### src/rtl/rv_pkg.sv
// Shared register-file definitions: widths, register count, writeback request
// bundle and arbiter priority states.
package rv_pkg;

    localparam int XLEN       = 32;
    localparam int REG_ADDR_W = 5;
    localparam int NUM_REGS   = 32;

    typedef struct packed {
        logic                  valid;
        logic [REG_ADDR_W-1:0] rd;
        logic [XLEN-1:0]       data;
    } wb_req_t;

    typedef enum logic {
        ALU_PRI = 1'b0,
        LD_PRI  = 1'b1
    } arb_state_t;

endpackage

### src/rtl/regfile_scoreboard.sv
// Busy scoreboard of outstanding load destinations with a combinational
// RAW/WAW lookup. Entry 0 is hard-wired clear.
module regfile_scoreboard
    import rv_pkg::*;
(
    input  logic                  clock,
    input  logic                  reset,
    input  logic                  set_en,
    input  logic [REG_ADDR_W-1:0] set_rd,
    input  logic                  clr_en,
    input  logic [REG_ADDR_W-1:0] clr_rd,
    input  logic [REG_ADDR_W-1:0] rs1,
    input  logic [REG_ADDR_W-1:0] rs2,
    input  logic [REG_ADDR_W-1:0] dst,
    input  logic                  check_dst,
    output logic                  hazard
);

    logic [NUM_REGS-1:1] busy_reg;
    logic [NUM_REGS-1:1] busy_next;
    logic [NUM_REGS-1:0] busy_vec;

    // A set in the same cycle as a clear wins: the newly issued load is outstanding.
    genvar gi;
    generate
        for (gi = 1; gi < NUM_REGS; gi++) begin : g_busy
            assign busy_next[gi] = (set_en && (set_rd == REG_ADDR_W'(gi)))
                                || (busy_reg[gi] && !(clr_en && (clr_rd == REG_ADDR_W'(gi))));
        end
    endgenerate

    always_ff @(posedge clock) begin
        if (reset) begin
            busy_reg <= '0;
        end else begin
            busy_reg <= busy_next;
        end
    end

    assign busy_vec = {busy_reg, 1'b0};
    assign hazard   = busy_vec[rs1] || busy_vec[rs2] || (check_dst && busy_vec[dst]);

endmodule

### src/rtl/regfile_wb_arbiter.sv
// Arbitrates the single register-file write port between the ALU and the load
// unit, with starvation-bounded priority and decode hazard stall generation.
module regfile_wb_arbiter
    import rv_pkg::*;
#(
    parameter int XLEN         = rv_pkg::XLEN,
    parameter int STARVE_LIMIT = 4
) (
    input  logic                  clock,
    input  logic                  reset,
    input  logic                  alu_valid,
    input  logic [REG_ADDR_W-1:0] alu_rd,
    input  logic [XLEN-1:0]       alu_data,
    output logic                  alu_ready,
    input  logic                  ld_valid,
    input  logic [REG_ADDR_W-1:0] ld_rd,
    input  logic [XLEN-1:0]       ld_data,
    output logic                  ld_ready,
    input  logic                  issue_load,
    input  logic [REG_ADDR_W-1:0] issue_rd,
    input  logic [REG_ADDR_W-1:0] rs1,
    input  logic [REG_ADDR_W-1:0] rs2,
    input  logic [REG_ADDR_W-1:0] dst,
    output logic                  stall,
    output logic                  RegWrite,
    output logic [REG_ADDR_W-1:0] rd,
    output logic [XLEN-1:0]       write_data
);

    localparam int                CNT_W    = $clog2(STARVE_LIMIT + 1);
    localparam logic [CNT_W-1:0]  CNT_SAT  = CNT_W'(STARVE_LIMIT);
    localparam logic [CNT_W-1:0]  CNT_TRIP = CNT_W'(STARVE_LIMIT - 1);

    arb_state_t       state_reg;
    logic [CNT_W-1:0] defer_cnt_reg;
    logic             alu_win;
    logic             ld_win;
    logic             ld_deferred;
    logic             sb_hazard;

    always_comb begin
        alu_win = alu_valid && ((state_reg == ALU_PRI) || !ld_valid);
        ld_win  = ld_valid && !alu_win;
    end

    assign alu_ready   = alu_win;
    assign ld_ready    = ld_win;
    assign ld_deferred = ld_valid && !ld_win;

    always_ff @(posedge clock) begin
        if (reset) begin
            state_reg     <= ALU_PRI;
            defer_cnt_reg <= '0;
            RegWrite      <= 1'b0;
            rd            <= '0;
            write_data    <= '0;
        end else begin
            if (ld_deferred) begin
                if (defer_cnt_reg != CNT_SAT) begin
                    defer_cnt_reg <= defer_cnt_reg + 1'b1;
                end
            end else begin
                defer_cnt_reg <= '0;
            end

            case (state_reg)
                ALU_PRI: if (ld_deferred && (defer_cnt_reg >= CNT_TRIP)) state_reg <= LD_PRI;
                LD_PRI:  if (!ld_deferred) state_reg <= ALU_PRI;
                default: state_reg <= ALU_PRI;
            endcase

            // Grants to x0 are accepted but never reach the register file.
            if (alu_win && (alu_rd != '0)) begin
                RegWrite   <= 1'b1;
                rd         <= alu_rd;
                write_data <= alu_data;
            end else if (ld_win && (ld_rd != '0)) begin
                RegWrite   <= 1'b1;
                rd         <= ld_rd;
                write_data <= ld_data;
            end else begin
                RegWrite   <= 1'b0;
            end
        end
    end

    regfile_scoreboard u_scoreboard (
        .clock     (clock),
        .reset     (reset),
        .set_en    (issue_load),
        .set_rd    (issue_rd),
        .clr_en    (ld_win),
        .clr_rd    (ld_rd),
        .rs1       (rs1),
        .rs2       (rs2),
        .dst       (dst),
        .check_dst (issue_load),
        .hazard    (sb_hazard)
    );

    // The pending write lands only at the next edge, so it must also stall readers.
    assign stall = sb_hazard
                || (RegWrite && (rd != '0) && ((rd == rs1) || (rd == rs2)));

endmodule

### config.mk
export PLATFORM = sky130hd
export DESIGN_NAME = regfile_wb_arbiter
export DESIGN_NICKNAME = d
export VERILOG_FILES = /design/src/rtl/rv_pkg.sv /design/src/rtl/regfile_scoreboard.sv /design/src/rtl/regfile_wb_arbiter.sv
export SDC_FILE = /design/constraint.sdc
export NUM_CORES = 1
export LEC_CHECK = 0
export BUFFER_PORTS_ARGS = -buffer_cell sky130_fd_sc_hd__buf_2
export CORE_ASPECT_RATIO = 1.75
export CORE_MARGIN = 4
export CORE_UTILIZATION = 37
export DETAILED_ROUTE_END_ITERATION = 10
export SLEW_MARGIN = 20
export SYNTH_ARGS = -nofsm -noshare
export SYNTH_HDL_FRONTEND = slang
export SYNTH_SLANG_ARGS = --single-unit
### constraint.sdc
create_clock -name clock -period 1.9 [get_ports clock]
set_input_delay 0.19 -clock clock [delete_from_list [all_inputs] [get_ports clock]]
set_output_delay 0.19 -clock clock [all_outputs]
set_load 0.01 [all_outputs]
==> results.yml <==
status:
  status: "finished with violations"
  failed_checks: "negative setup slack"
cells_and_area:
  fin_cells: 812
  antenna_cells: 0
  area_delta_synth_final_pct: 35.46
  largest_reg_flops: 32
  drive_gt1_share_pct: 33.43
  utilization_pct: 51.85
  nets: 779
  nFillCells: 1059
sta:
  finalClockSkew_ns: 0.003507
  fmaxAchievable_mhz: 403.4
  setup_violations: 1
  relSlewSlack_pct: 60.99
  hold_ws_ns: 0.1110
  drv_slew: 0
  grt_setup_unrepaired: "true"
  worstMarginPinSlew_ns: 0.5840
  fin_crit_ns: 2.479
  finalCritPeriodShare_pct: 130.5
  setup_ws_ns: -0.5789
  final_hold_viol_count: 0
critical_path:
  crit_path_max_fanout: 2
  cp_slowest_stage_delay_ns: 0.49
  worstSetupPathType: "reg -> out"
  cp_top_family: "simple AND/OR/NAND/NOR gates"
  end_kind: "output pin"
  required_ns: 1.71
  crit_slowest_cell: "mux4_2"
  crit_buf_inv: 1
  start_kind: "flip-flop"
  path_cells: "mux4_2, nor4b_4, nor2_1, and4_1, or4_4, buf_6"
  cp.arrival_ns: 2.29
route:
  drt-wirelength-per-cell_um: 18.07
  vias: 4546
  wl_met3_um: 783
  wl_met2_um: 8175
  met1Wirelength_um: 5137
  drt_iter0_drc: 253
  route.detailed.drc: 0
  drt-total-wl_um: 14670
  drt_first_pass_iters: 5
  via_per_inst: 5.599
  ant_nets: 0
  topRoutingLayerUsed: "met4"
pwr:
  vdd_drop_max_uv: 482.3
  power_mw: 4.196
  p_per_area_nw_per_um2: 747.7
  p_leak_nw: 2.391
die:
  fp.coreArea_um2: 10820
  io_pins: 140
  rows: 50
  die_area_um2: 13020
  die_w_um: 87.99
  dieHeight_um: 148.0
  start_util_pct: 38.28
placement:
  portBuffers: 139
  place_inst: 796
  hpwlAfterDp_um: 11850
  place.gp.congestion: 0.9075
run:
  maxCapViolCount: 0
yosys:
  synth_compound_area_share_pct: 20.36
  synthFlopType: "dfxtp_1"
  synthArstFlopShare_pct: 0
  synth-seq-cells: 73
  synth_top_family_by_area: "simple AND/OR/NAND/NOR gates"
  syn_nets: 617
  yosys.area_share.simple_pct: 22.65
  synth_xor_area_share_pct: 2.326
  synth.avg_cell_area_um2: 8.044
  synth_mux_area_share_pct: 13.11
  ys_seq_area_share_pct: 35.28
  postSynthCellCount: 515
  synth_cell_types: 45
  synth_edf_count: 0
  yosysWarnings: 0
  synth_fa_ha_area_share_pct: 0.9061
  syn_area_um2: 4143
grt:
  grt_pass1_wl_um: 23320
  grt_max_degree: 49
  grt_pass1_vias: 4659
  antenna_found_initial: 0
  grt.total_usage_pct: 23.13
  overflow: 0
clocking:
  clock_latency_ns: 0.33
  clkTransAtPathRegs_ns: 0.06
  cts_buffers: 9
  cts_max_level: 3
  hold_buffers: 0
  cts_buffer_depth: 2
  cts_tree: "yes"
  ctsRootBufferMaster: "clkbuf_16"
  cts.sinks: 73
worst_hold_path:
  hold_class: "in -> reg"
==> power breakdown <==
part	switching [mW]	internal, mW	total [mW]
Clock	0.627	1.18	1.81
Combinational	0.401	0.335	0.736
Sequential	0.0447	1.61	1.65
Total	1.07	3.12	4.20
==> worst min-delay path, stage by stage <==
cell and delay, ns:
buf_2 0.10, nand2_1 0.05, a211oi_1 0.05
==> metal layers <==
metal  vias to the layer above  GRT usage [%]
met4                         0          10.06
met5                         -              0
li1                       2183              -
met3                        39          5.131
met2                       181          43.09
met1                      2143          23.84
==> final timing paths <==
kind / start / end / slack [ns] / depth (start not counted)
max reg2reg: state_reg / u_scoreboard.busy_reg[15] / 0.36 / 6
max: u_scoreboard.busy_reg[7] / stall / -0.58 / 6
min: alu_rd[2] / rd[2] / 0.11 / 3
min reg2reg: write_data[6] / write_data[6] / 0.48 / 2
==> stage by stage <==
stage | TNS, ns | worst slack [ns] | instance area [µm²]
3_5_place_dp | -0.3287 | -0.3287 | 5275
5_1_grt | -0.6571 | -0.6571 | 5612
6_report | -0.5789 | -0.5789 | 5612
3_3_place_gp | -0.3276 | -0.3276 | 5275
2_1_floorplan | 0 | 0.001428 | 4164
4_1_cts | -0.5909 | -0.5909 | 5612
==> Yosys cell counts (8+ instances only) <==
library cell,count,share of area [%]
inv_1,8,0.72
nor2_1,50,4.5
o21ai_0,34,4.1
nand3b_1,9,1.6
dfxtp_1,73,35
a311oi_1,39,8.2
a21oi_1,37,4.5
mux2i_1,19,4.6
buf_2,10,1.2
mux4_2,13,7.1
clkbuf_1,24,2.2
xor2_1,10,2.1
nand2_1,118,11
==> cells in the final DEF (no fill, tap or decap), types with 7 or more instances in the layout <==
cell,netlist,routed
buf_4,2,48
buf_2,10,138
inv_1,8,8
mux2i_1,19,19
nand3b_1,9,9
nand2_1,118,118
a311oi_1,39,39
o21ai_0,34,34
nor3_1,7,7
mux4_2,13,13
a21oi_1,37,37
clkbuf_16,0,9
dfxtp_1,73,73
xor2_1,10,10
nor2_1,50,50
==> repair_timing <==
action / in CTS / in global routing
gates cloned: 0 / 0
buffers inserted: 0 / 0
endpoints found under the setup margin: 1 / 1
hold endpoints to repair: 0 / 0
resized for setup: 2 / 0
pin swaps: 1 / 0
==> final cells by class <==
cell class                      count  area [µm²]  share of cell area (%)
Clock buffer                       11       242.7                   4.326
Timing Repair Buffer              191        1142                   20.36
Inverter                            8       30.03                  0.5351
Tap cell                          130       162.7                   2.899
Clock inverter                      5       78.83                   1.405
Multi-Input combinational cell    394        2494                   44.44
Sequential cell                    73        1461                   26.04
==> kinds of logic (layout without fill, tap and decap cells) <==
logic type	after synthesis	in the layout
muxes	36	36
buffers and inverters	48	215
xor gates and xnor gates	11	11
and+or+nand+nor	215	215
AOI/OAI and AO/OA	129	129
adders and majority gates	3	3
DFF	73	73
Power figures use the tool's default switching activity.
